## src/rtl/adder_pkg.sv

```systemverilog
// Shared operation codes for the adder/subtractor datapath blocks.
package adder_pkg;
  localparam logic OP_ADD = 1'b0;
  localparam logic OP_SUB = 1'b1;
endpackage

```

## src/rtl/csel_pipe_adder_if.sv

```systemverilog
// Operand/result handshake bundle for csel_pipe_adder.
interface csel_pipe_adder_if #(
  parameter int WIDTH = 16
);
  logic             in_valid;
  logic             in_ready;
  logic [WIDTH-1:0] a;
  logic [WIDTH-1:0] b;
  logic             cin;
  logic             sub;
  logic             out_valid;
  logic             out_ready;
  logic [WIDTH-1:0] sum;
  logic             cout;
  logic             ovf;

  modport master (
    output in_valid, a, b, cin, sub, out_ready,
    input  in_ready, out_valid, sum, cout, ovf
  );

  modport slave (
    input  in_valid, a, b, cin, sub, out_ready,
    output in_ready, out_valid, sum, cout, ovf
  );
endinterface

```

## src/rtl/csel_slice.sv

```systemverilog
// Combinational BLK-bit carry-select slice: two ripple sums (ci=0/1) and a
// final select, also reporting the carry into the slice MSB.
module csel_slice #(
  parameter int BLK = 4
) (
  input  logic [BLK-1:0] a,
  input  logic [BLK-1:0] b,
  input  logic           ci,
  output logic [BLK-1:0] s,
  output logic           co,
  output logic           cmsb
);
  logic [BLK:0] r0;
  logic [BLK:0] r1;
  logic         cm0;
  logic         cm1;

  always_comb begin
    r0   = {1'b0, a} + {1'b0, b};
    r1   = {1'b0, a} + {1'b0, b} + {{BLK{1'b0}}, 1'b1};
    // the MSB sum bit is a^b^carry_in, so the carry in is recovered by XOR
    cm0  = a[BLK-1] ^ b[BLK-1] ^ r0[BLK-1];
    cm1  = a[BLK-1] ^ b[BLK-1] ^ r1[BLK-1];
    s    = ci ? r1[BLK-1:0] : r0[BLK-1:0];
    co   = ci ? r1[BLK]     : r0[BLK];
    cmsb = ci ? cm1         : cm0;
  end
endmodule

```

## src/rtl/csel_pipe_adder.sv

```systemverilog
// Pipelined carry-select adder/subtractor: one BLK-bit slice resolved per
// stage, operands skewed down the pipe, single global stall (adv).
module csel_pipe_adder
  import adder_pkg::*;
#(
  parameter int WIDTH = 16,
  parameter int BLK   = 4
) (
  input  logic            clk,
  input  logic            rst,
  csel_pipe_adder_if.slave bus
);
  localparam int STAGES = WIDTH / BLK;

  logic             adv;
  logic [WIDTH-1:0] bx_in;

  assign bx_in        = (bus.sub == OP_SUB) ? ~bus.b : bus.b;
  assign adv          = !bus.out_valid || bus.out_ready;
  assign bus.in_ready = adv && !rst;

  for (genvar k = 0; k < STAGES; k++) begin : g_stage
    localparam int DONE = (k + 1) * BLK;
    localparam int REM  = WIDTH - DONE;

    logic [BLK-1:0]  sa;
    logic [BLK-1:0]  sb;
    logic [BLK-1:0]  ss;
    logic            ci;
    logic            co;
    logic            cm;
    logic            vld_in;
    logic [DONE-1:0] sum_nx;
    logic            vld_p;
    logic [DONE-1:0] sum_p;
    logic            c_p;
    logic            cm_p;

    if (k == 0) begin : g_in
      assign sa     = bus.a[BLK-1:0];
      assign sb     = bx_in[BLK-1:0];
      assign ci     = bus.cin;
      assign vld_in = bus.in_valid;
      assign sum_nx = ss;
    end else begin : g_in
      assign sa     = g_stage[k-1].g_skew.a_p[BLK-1:0];
      assign sb     = g_stage[k-1].g_skew.bx_p[BLK-1:0];
      assign ci     = g_stage[k-1].c_p;
      assign vld_in = g_stage[k-1].vld_p;
      assign sum_nx = {ss, g_stage[k-1].sum_p};
    end

    csel_slice #(.BLK(BLK)) u_slice (
      .a   (sa),
      .b   (sb),
      .ci  (ci),
      .s   (ss),
      .co  (co),
      .cmsb(cm)
    );

    // ---- stage k register boundary ----
    always_ff @(posedge clk) begin
      if (rst) begin
        vld_p <= 1'b0;
        sum_p <= '0;
        c_p   <= 1'b0;
        cm_p  <= 1'b0;
      end else if (adv) begin
        vld_p <= vld_in;
        sum_p <= sum_nx;
        c_p   <= co;
        cm_p  <= cm;
      end
    end

    if (k < STAGES - 1) begin : g_unused
      // the MSB carry-in only feeds ovf, which is taken from the final stage
      logic unused_cm;
      assign unused_cm = cm_p;
    end

    if (REM > 0) begin : g_skew
      logic [REM-1:0] a_p;
      logic [REM-1:0] bx_p;
      if (k == 0) begin : g_src
        always_ff @(posedge clk) begin
          if (adv) begin
            a_p  <= bus.a[WIDTH-1:BLK];
            bx_p <= bx_in[WIDTH-1:BLK];
          end
        end
      end else begin : g_src
        always_ff @(posedge clk) begin
          if (adv) begin
            a_p  <= g_stage[k-1].g_skew.a_p[REM+BLK-1:BLK];
            bx_p <= g_stage[k-1].g_skew.bx_p[REM+BLK-1:BLK];
          end
        end
      end
    end
  end

  assign bus.out_valid = g_stage[STAGES-1].vld_p;
  assign bus.sum       = g_stage[STAGES-1].sum_p;
  assign bus.cout      = g_stage[STAGES-1].c_p;
  assign bus.ovf       = g_stage[STAGES-1].cm_p ^ g_stage[STAGES-1].c_p;
endmodule

```

## src/flat_wrapper.sv

```systemverilog
// flat-port wrapper written by rule: the top's interface ports become plain ports
module csel_pipe_adder_flat import adder_pkg::*;
#(
  parameter int WIDTH = 16,
  parameter int BLK   = 4
)
  (clk, rst, bus_in_valid, bus_a, bus_b, bus_cin, bus_sub, bus_out_ready, bus_in_ready, bus_out_valid, bus_sum, bus_cout, bus_ovf);
  csel_pipe_adder_if #(.WIDTH(WIDTH)) bus_i ();
  input  logic clk;
  input  logic rst;
  input wire logic [$bits(bus_i.in_valid)-1:0] bus_in_valid;
  input wire logic [$bits(bus_i.a)-1:0] bus_a;
  input wire logic [$bits(bus_i.b)-1:0] bus_b;
  input wire logic [$bits(bus_i.cin)-1:0] bus_cin;
  input wire logic [$bits(bus_i.sub)-1:0] bus_sub;
  input wire logic [$bits(bus_i.out_ready)-1:0] bus_out_ready;
  output wire logic [$bits(bus_i.in_ready)-1:0] bus_in_ready;
  output wire logic [$bits(bus_i.out_valid)-1:0] bus_out_valid;
  output wire logic [$bits(bus_i.sum)-1:0] bus_sum;
  output wire logic [$bits(bus_i.cout)-1:0] bus_cout;
  output wire logic [$bits(bus_i.ovf)-1:0] bus_ovf;
  assign bus_i.in_valid = bus_in_valid;
  assign bus_i.a = bus_a;
  assign bus_i.b = bus_b;
  assign bus_i.cin = bus_cin;
  assign bus_i.sub = bus_sub;
  assign bus_i.out_ready = bus_out_ready;
  assign bus_in_ready = bus_i.in_ready;
  assign bus_out_valid = bus_i.out_valid;
  assign bus_sum = bus_i.sum;
  assign bus_cout = bus_i.cout;
  assign bus_ovf = bus_i.ovf;
  csel_pipe_adder #(.WIDTH(WIDTH), .BLK(BLK)) u_core (.clk(clk), .rst(rst), .bus(bus_i));
endmodule
```

## config.mk

```make
export PLATFORM = sky130hd
export DESIGN_NAME = csel_pipe_adder_flat
export DESIGN_NICKNAME = d
export VERILOG_FILES = /design/src/rtl/adder_pkg.sv /design/src/rtl/csel_pipe_adder_if.sv /design/src/rtl/csel_slice.sv /design/src/rtl/csel_pipe_adder.sv /design/src/flat_wrapper.sv
export SDC_FILE = /design/constraint.sdc
export NUM_CORES = 1
export LEC_CHECK = 0
export BUFFER_PORTS_ARGS = -buffer_cell sky130_fd_sc_hd__buf_2
export CORE_ASPECT_RATIO = 0.8
export CORE_MARGIN = 2
export CORE_UTILIZATION = 44
export CTS_CLUSTER_DIAMETER = 30
export DETAILED_ROUTE_END_ITERATION = 6
export SLEW_MARGIN = 20
export SYNTH_ARGS = -nofsm -noshare
export SYNTH_HDL_FRONTEND = slang
export SYNTH_SLANG_ARGS = --single-unit
```

## constraint.sdc

```tcl
create_clock -name clk -period 5.3 [get_ports clk]
set_input_delay 0.265 -clock clk [delete_from_list [all_inputs] [get_ports clk]]
set_output_delay 0.265 -clock clk [all_outputs]
set_load 0.03 [all_outputs]
```

* Word level (Yosys, flattened, before mapping)
Cells that the tools add are included.
** Storage, ports and cells
- Bits in registers :: 97
- Bits in latches :: 0
- Bits in writable memories :: 0
- ROM bits :: 0
- Output and inout port bits :: 20
- Memories :: 0
** Cells by class
- Add/sub/neg operators :: 8
- Multipliers :: 0
- Divide/modulo/power cells :: 0
- $lt $le $gt $ge :: 0
- Equality and inequality tests :: 0
- Shift operators :: 0
- Mux-type cells :: 10
- Bitwise operators :: 5
- Reductions and logical operators :: 4
** Operators with widths (number)
- $add 4x4->5 :: 4
- $add 5x1->5 const B :: 4
- $mux 16 :: 1
- $mux 4 :: 4
- $not 16->16 :: 1
- $mux 1 :: 5
- $xor 1x1->1 :: 4
- $logic_not 1->1 :: 2
- $logic_and 1x1->1 :: 1
- $logic_or 1x1->1 :: 1

* Longest topological paths before layout
Gate-level depths: netlist of run 1.
- Word-level depth :: 5
- Mapped depth :: 13
- Gate-level depth less buffers :: 11

* By module
A second synthesis of run 1 with hierarchy kept.
** Second synthesis, totals
- Cell total of the unflattened synthesis :: 366
- Area total of the unflattened synthesis :: 4648.2 um^2
** By module, submodules not included
- csel_pipe_adder :: instances 1, cells an instance 256, area each 3637.2 um^2, seq. area each 2422.3 um^2
- csel_slice at u_core.g_stage[0].u_slice ... :: instances 3, cells an instance 27, area each 247.7 um^2, seq. area each 0.0 um^2
- csel_slice at u_core.g_stage[2].u_slice :: instances 1, cells an instance 29, area each 267.8 um^2, seq. area each 0.0 um^2

* Worst setup path before layout of run 1
Ideal clock, no wire load.
- Kind :: input -> register
- From :: input bus_sub
- To :: register u_core.g_stage[0].c_p
- Setup time :: 0.117 ns
- Data arrival time :: 2.565 ns
- Setup slack :: 2.618 ns
- Stages on the path :: 13
- Path through :: clkbuf_1 buf_2 xor2_1 ha_1 inv_1 fa_1 inv_1 ha_1 nand2_1 nor3_1 mux2i_1 xor2_1 a22o_1
** On the way
- Longest elaborated chain between the ends :: 4
** RTL lines
- start: declaration :: line flat_wrapper.sv:15 : input wire logic [$bits(bus_i.sub)-1:0] bus_sub;
- $mux 16 (*) :: line csel_pipe_adder.sv:18 : assign bx_in = (bus.sub == OP_SUB) ? ~bus.b : bus.b;
- $add 4x4->5 (*) :: line csel_slice.sv:19, csel_slice.sv:20
- $add 5x1->5 :: line csel_slice.sv:20 : r1 = {1'b0, a} + {1'b0, b} + {{BLK{1'b0}}, 1'b1};
- $mux 1 (*) :: line csel_slice.sv:25 : co = ci ? r1[BLK] : r0[BLK];
- end signal: assignment :: line csel_pipe_adder.sv:72 : c_p <= co;
- end: declaration :: line csel_pipe_adder.sv:36 : logic c_p;
Mark *: on every way between the ends. The rest lies on a longest branch, timed or not.
A chain may end at the register's enable or synchronous reset.

* Final worst setup path of run 1
- From :: register u_core.g_stage[2].g_skew.bx_p[0]
- To :: register u_core.g_stage[3].c_p (netlist: u_core.bus.cout)
** On the way
- Longest elaborated chain between the ends :: 3
** RTL lines
- start: declaration :: line csel_pipe_adder.sv:85 : logic [REM-1:0] bx_p;
- start signal: assignment :: line csel_pipe_adder.sv:97 : bx_p <= g_stage[k-1].g_skew.bx_p[REM+BLK-1:BLK];
- $add 4x4->5 (*) :: line csel_slice.sv:19, csel_slice.sv:20
- $add 5x1->5 :: line csel_slice.sv:20
- $mux 1 (*) :: line csel_slice.sv:25
- end signal: assignment :: line csel_pipe_adder.sv:72
- end: declaration :: line csel_pipe_adder.sv:36
Marks and branches as above.

==> results_dict.tcl, run 1 <==
set metrics [dict create \
    post-route-min-period_ns 2.30 \
    grt_use_total_pct 13.3 \
    p_comb_share_pct 16.0 \
    crit_path_end_kind "register" \
    areaGrowthSynthToFinish_pct 16.7 \
    muxShareOfSynthArea_pct 0.977 \
    grt_pass1_wl_um 10700 \
    hpwlAfterDp_um 4510 \
    drive_gt1_share_pct 19.5 \
    grt_max_degree 86 \
    p_int_mw 1.42 \
    pre_cts_slack_ns 2.66 \
    worstPathCellList "ha_1 > fa_1 > ha_1 > nand2_1 > or4_1 > a31o_1" \
    critPathKind "register to register" \
    gp_congestion 0.713 \
    r2r_start "u_core.g_stage[2].g_skew.bx_p[0]" \
    irDropWorstVdd_mv 0.213 \
    clk_latency_ns 0.34 \
    r2r_end "u_core.bus.cout" \
    design_area_sq_um 4780 \
    required_ns 5.53 \
    synth_xor_area_share_pct 8.30 \
    chipWidth_um 112 \
    fp.coreArea_sq_um 9040 \
    start_kind "register" \
    p_clk_share_pct 35.9 \
    antenna_cells 0 \
    min_to "u_core.g_stage[0].g_skew.a_p[0]" \
    fmax_mhz 434 \
    yosys.cell_types.count 37 \
    drv_slew 0 \
    cp.arrival_ns 2.53 \
    postCtsSetupBuffers 0 \
    routed_wl_um 6690 \
    numPortBuffers 57 \
    synth-compound-area-share_pct 9.65 \
    synth_nets 425 \
    cts.clk_slew.worst_paths_ns 0.06 \
    layout_setup_ws_ns 3.00 \
    power_density_nw_per_um2 395 \
    synth-simple-area-share_pct 11.4 \
    cp_max_fo 3 \
    fin_util_pct 52.9 \
    cpMostUsedCell "ha_1" \
    placementRows 31 \
    drtAntennaViolNets 0 \
    cts_tree "built" \
    maxCapViolCount 0 \
    slowest_stage "fa_1" \
    initialDrtViolationCount 145 \
    fin_skew_ns 0.00623 \
    dr.pass1.iters 4 \
    critPathLaunch "u_core.g_stage[2].g_skew.bx_p[0]" \
    cts_resized 0 \
    p_seq_share_pct 48.1 \
    grt_pass1_vias 2213 \
    tightestPinTransition_ns 0.933 \
    power_switching_uw 472 \
    hold_start "bus_a[4]" \
    status "finished, final reports clean" \
    htreeDepth 3 \
    swShare_pct 25.0 \
    die_h_um 90.3 \
    fp.dieArea_sq_um 10100 \
    grt_antenna_before_repair 0 \
    rsz0062_at_grt "false" \
    fin_tns_setup_ns 0 \
    r2r_setup_slack_ns 3.00 \
    hp-class "input port to register" \
    max_stage_delay_ns 0.59 \
    synth_top_family_by_area "simple AND/OR/NAND/NOR gates" \
    yosys_warnings 0 \
    synth.avg_cell_area_sq_um 11.3 \
    final.period_utilization_pct 43.5 \
    maxSlewHeadroom_pct 37.8 \
    overflow 0 \
    synth_area_sq_um 4100 \
    holdBufCountCts 0 \
    synthAdderAreaFrac_pct 8.06 \
    cts.sinks 97 \
    drc_errors 0 \
    synth.yosys.seq_area_share_pct 59.1 \
    syn_inst 363 \
    hold_violations 0 \
    vias 2568 \
    via_per_inst 4.80 \
    setup_violations 0 \
    p_leak_nw 1.99 \
    ios 58 \
    cts_buffer_depth 2 \
    cts-root-buf "clkbuf_16" \
    wl_per_cell_um 12.5 \
    rr_worst_depth 6 \
    dpl_cell_area_sq_um 4470 \
    start_util_pct 45.4 \
    layout.nets 477 \
    cts_buffers 9 \
    ys_ff_latch 97 \
    holdPathStages 1 \
]
per-stage QoR:
step | power, mW | hold slack, ns | cells
after global routing | 1.98 | 0.0832 | 535
after floorplan | 1.15 | 0.364 | 363
after detailed placement | 1.23 | 0.405 | 519
final | 1.89 | 0.101 | 535
after CTS | 1.91 | 0.0863 | 535
after global placement | 1.22 | 0.401 | 519
routing by layer:
| layer | global-route usage, % | up-vias | share of wire [%] |
|---|---|---|---|
| met5 | 0 | - | 0 |
| met2 | 18.5 | 56 | 42 |
| met4 | 4.63 | 0 | 0.54 |
| li1 | - | 1365 | - |
| met1 | 19.0 | 1141 | 52 |
| met3 | 5.10 | 6 | 5.8 |
worst max path at each step:
stage	end	slack, ns
after floorplan	u_core.g_stage[0].c_p	2.62
after global placement	u_core.g_stage[0].c_p	2.76
after detailed placement	u_core.g_stage[0].c_p	2.66
after CTS	u_core.bus.cout	2.98
after global routing	u_core.g_stage[1].sum_p[7]	2.85
final	u_core.bus.cout	3.00
critical path, delay by kind of cell (launching register included):
family                   cells  cell delay (ns)
flip-flops                   1             0.37
AO/OA/AOI/OAI                1             0.21
AND/OR/NAND/NOR              2             0.62
adder cells (fa/ha/maj)      3             0.99
cell usage after synthesis (all sizes together):
library cell | instances | area, sq um
mux2i | 4 | 40.0
buf | 7 | 32.5
a211oi | 12 | 95.1
nor3 | 3 | 20.0
o21ai | 1 | 5.00
a21oi | 42 | 214
nor2b | 1 | 6.26
xnor2 | 15 | 139
nand3 | 6 | 30.0
inv | 8 | 30.0
ha | 20 | 250
fa | 4 | 80.1
edfxtp | 48 | 1440
nand2 | 68 | 255
nor3b | 2 | 15.0
and3 | 2 | 12.5
a22o | 3 | 26.3
xor2 | 23 | 201
nand4 | 2 | 12.5
dfxtp | 49 | 981
or4 | 1 | 7.51
clkbuf | 11 | 42.5
nor4b | 1 | 15.0
or2 | 2 | 12.5
o31ai | 1 | 7.51
a31o | 1 | 8.76
a21o | 5 | 38.8
nor2 | 21 | 78.8
layout make-up:
| type | instances | area, sq um |
|---|---|---|
| Inverter | 8 | 31.3 |
| Sequential cell | 97 | 2420 |
| Tap cell | 115 | 144 |
| Timing Repair Buffer | 59 | 300 |
| Multi-Input combinational cell | 240 | 1570 |
| Clock buffer | 11 | 233 |
| Fill cell | 809 | 4250 |
| Clock inverter | 5 | 78.8 |
cell families (layout without fill, tap and decap cells):
group	after synthesis	after routing
adders and majority gates	24	24
AOI/OAI and AO/OA	65	65
and+or+nand+nor	109	109
buffers and inverters	26	83
muxes	4	4
xor gates and xnor gates	38	38
DFF	97	97
state kept, by name (all words and copies together), names as in the netlist:
name / flops
u_core.g_stage.g_skew.a_p: 24
u_core.g_stage.g_skew.bx_p: 24
u_core.g_stage.sum_p: 24
u_core.bus.sum: 16
u_core.g_stage.c_p: 3
u_core.g_stage.vld_p: 3
u_core.bus.cout: 1
u_core.bus.out_valid: 1
u_core.g_stage.cm_p: 1
layout by cell type, fill, tap and decap left out, types with 2 or more instances in the layout:
cell type / count
buf_4: 2
nand3_1: 6
nor2_1: 21
a21o_1: 4
inv_1: 7
clkbuf_16: 9
nor3_1: 2
ha_1: 20
xnor2_1: 14
bufinv_16: 2
dfxtp_1: 49
nand2_1: 68
and3_1: 2
nor3b_1: 2
fa_1: 4
nand4_1: 2
a21oi_1: 41
clkinv_2: 3
mux2i_1: 4
a211oi_1: 11
clkbuf_1: 2
xor2_1: 23
edfxtp_1: 48
buf_2: 57
a22o_1: 3
power groups by stage:
stage / clock network (mW) / registers [mW] / logic, mW
2_1_floorplan: 0 / 0.943 / 0.207
3_3_place_gp: 0 / 0.922 / 0.296
3_5_place_dp: 0 / 0.925 / 0.304
6_report: 0.679 / 0.908 / 0.301
5_1_grt: 0.721 / 0.917 / 0.339
4_1_cts: 0.695 / 0.909 / 0.306
No activity file was read; power rests on OpenSTA's default activity.
==> run 2: changes to the inputs <==
- ABC_AREA: not set -> 1
- clock period: 5.3 -> 2.2 ns (I/O delays scaled with it)
==> run 2 against run 1 <==
Sequential cell count is the same. Area after synthesis rose by 5.3%. Combinational power rose to 2.8 times the previous value. Total power is 140% higher. Sequential power increased by 140%. Highest routed layer unchanged.
==> results_dict.tcl, run 2 <==
set metrics [dict create \
    synth_nets 507 \
    largestRegisters "u_core.g_stage.g_skew.a_p: 24 flops, u_core.g_stage.g_skew.bx_p: 24 flops, u_core.g_stage.sum_p: 24 flops" \
    cts.sinks 97 \
    final.period_utilization_pct 89.2 \
    rsz0062_at_grt "false" \
    grt_max_degree 55 \
    fp.coreArea_sq_um 9610 \
    holdPathStages 3 \
    ys_ff_latch 97 \
    cts-root-buf "clkbuf_16" \
    clk_latency_ns 0.35 \
    async_flop_share_pct 0 \
    final_cell_mix "66 x nor2_1, 60 x nand2_1, 57 x buf_2, 49 x dfxtp_1, 48 x edfxtp_1" \
    cts.clk_slew.worst_paths_ns 0.07 \
    areaGrowthSynthToFinish_pct 18.1 \
    cp.arrival_ns 2.21 \
    routed_wl_um 7400 \
    hold_violations 0 \
    slowest_stage "fa_1" \
    synth-compound-area-share_pct 8.20 \
    initialDrtViolationCount 172 \
    p_seq_share_pct 49.1 \
    grt_pass1_vias 2876 \
    fin_skew_ns 0.00818 \
    crit_family "adder cells" \
    dr.pass1.iters 4 \
    gp_congestion 0.776 \
    maxCapViolCount 0 \
    antenna_cells 0 \
    seq_area_sq_um 2420 \
    synth_xor_area_share_pct 5.28 \
    muxShareOfSynthArea_pct 0 \
    synth-simple-area-share_pct 16.6 \
    grt_antenna_before_repair 0 \
    syn_inst 445 \
    synth.avg_cell_area_sq_um 9.70 \
    rr_worst_depth 10 \
    synth_top_cell_by_area "edfxtp_1" \
    crit_cells 10 \
    via_per_inst 4.71 \
    synth.yosys.seq_area_share_pct 56.1 \
    synth_top_family_by_area "simple AND/OR/NAND/NOR gates" \
    setup_violations 0 \
    die_h_um 92.6 \
    synth_top_flop_cell "dfxtp_1" \
    required_ns 2.45 \
    p_clk_share_pct 32.1 \
    drc_errors 0 \
    netlist_top_cells_count "66 x nor2_1, 60 x nand2_1, 49 x dfxtp_1" \
    wl_per_cell_um 11.6 \
    power_switching_mw 1.27 \
    start_util_pct 44.9 \
    critPathKind "register to register" \
    numPortBuffers 57 \
    grt_use_total_pct 15.3 \
    power_density_nw_per_um2 880 \
    crit_buf_inv 1 \
    cts_buffer_depth 2 \
    drv_slew 0 \
    vias 3009 \
    swShare_pct 28.4 \
    htreeDepth 3 \
    overflow 0 \
    yosys_warnings 0 \
    cpMostUsedCell "nand2_1" \
    yosys.cell_types.count 25 \
    hp-class "input port to register" \
    synth_edf_count 48 \
    fmax_mhz 510 \
    cts_buffers 9 \
    synth.area.top_cells "edfxtp_1 33%, dfxtp_1 23%, ha_1 5.8%, nor2_1 5.7%, nand2_1 5.2%" \
    synth_area_sq_um 4320 \
    synth.most_common_cell "nor2_1" \
    worstPathCellList "ha_1 > fa_1 > ha_1 > nand2_1 > nor2_2 > nand3_1 > nand2_1 > nand3_1 > nand2_1 > inv_1" \
    chipWidth_um 115 \
    synth_top_area_share_pct 33.4 \
    layout_commonest_cell "nor2_1" \
    p_int_mw 3.21 \
    max_stage_delay_ns 0.57 \
    crit_path_end_kind "register" \
    status "finished, final reports clean" \
    n_fill_cell 895 \
    p_comb_share_pct 18.8 \
    drive_gt1_share_pct 17.1 \
    post-route-min-period_ns 1.96 \
    irDropWorstVdd_mv 0.404 \
    cts_tree "built" \
    multi_input_area_sq_um 1630 \
    fin_tns_setup_ns 0 \
    layout.nets 577 \
    start_kind "register" \
    whs_ns 0.0216 \
    maxSlewHeadroom_pct 78.5 \
    placementRows 32 \
    tightestPinTransition_ns 0.322 \
    hpwlAfterDp_um 5200 \
    synthAdderAreaFrac_pct 7.65 \
    fp.dieArea_sq_um 10600 \
    grt_pass1_wl_um 12800 \
    cp_max_fo 2 \
    ios 58 \
    drtAntennaViolNets 0 \
    p_leak_nw 2.39 \
]
-- run 2: tightest hold or removal path, cell delays in order --
cell and delay [ns]:
buf_2 0.07, o21ai_0 0.07, nor2_1 0.08
-- run 2: routing by layer --
layer	GRT usage, %	vias to the layer above	share of wire [%]
met3	6.15	9	5.1
met2	23.4	53	43
met4	3.61	0	0.96
met5	0	-	0
li1	-	1606	-
met1	20.4	1341	51
-- run 2: cells by family (layout without fill, tap and decap cells) --
logic type,count (synthesis),after routing
simple gates,169,169
fa+ha+maj,24,24
xor+xnor,26,26
buf+inv,59,134
compound gates,70,70
flops,97,97
-- run 2: area by class of cell --
cell class / count / share of cell area (%)
Multi-Input combinational cell: 289 / 32.0
Timing Repair Buffer: 75 / 9.08
Clock inverter: 5 / 0.761
Tap cell: 119 / 2.92
Sequential cell: 97 / 47.5
Inverter: 43 / 3.19
Clock buffer: 11 / 4.57
-- run 2: final timing paths --
| kind | startpoint | to | slack, ns |
|---|---|---|---|
| max | u_core.g_stage[0].g_skew.bx_p[0] | u_core.g_stage[1].c_p | 0.24 |
| min | bus_in_valid | u_core.g_stage[0].vld_p | 0.02 |
| max reg2reg | u_core.g_stage[0].g_skew.bx_p[0] | u_core.g_stage[1].c_p | 0.24 |
| min reg2reg | u_core.g_stage[0].g_skew.bx_p[5] | u_core.g_stage[1].g_skew.bx_p[1] | 0.42 |
-- run 2: power by group through the flow --
stage          clock, mW  combinational, mW  sequential (mW)
2_1_floorplan          0              0.554             2.30
3_3_place_gp           0              0.814             2.24
3_5_place_dp           0              0.832             2.25
4_1_cts             1.48              0.852             2.21
5_1_grt             1.56              0.969             2.23
6_report            1.44              0.842             2.20
-- run 2: stage by stage --
step / area (sq um) / util [%] / power, mW / setup slack, ns / cells
5_1_grt: 5100 / 53.0 / 4.75 / 0.0556 / 639
2_1_floorplan: 4320 / - / 2.85 / 0.117 / 445
3_5_place_dp: 4710 / 49.0 / 3.08 / 0.207 / 611
6_report: 5100 / 53.0 / 4.49 / 0.238 / 639
4_1_cts: 5100 / 53.0 / 4.54 / 0.233 / 639
3_3_place_gp: 4710 / 49.0 / 3.05 / 0.282 / 611
-- run 2: repair_timing --
action,CTS,global route
gates resized for setup,0,0
buffers inserted,0,0
endpoints found under the hold margin,12,0
hold buffers,12,0
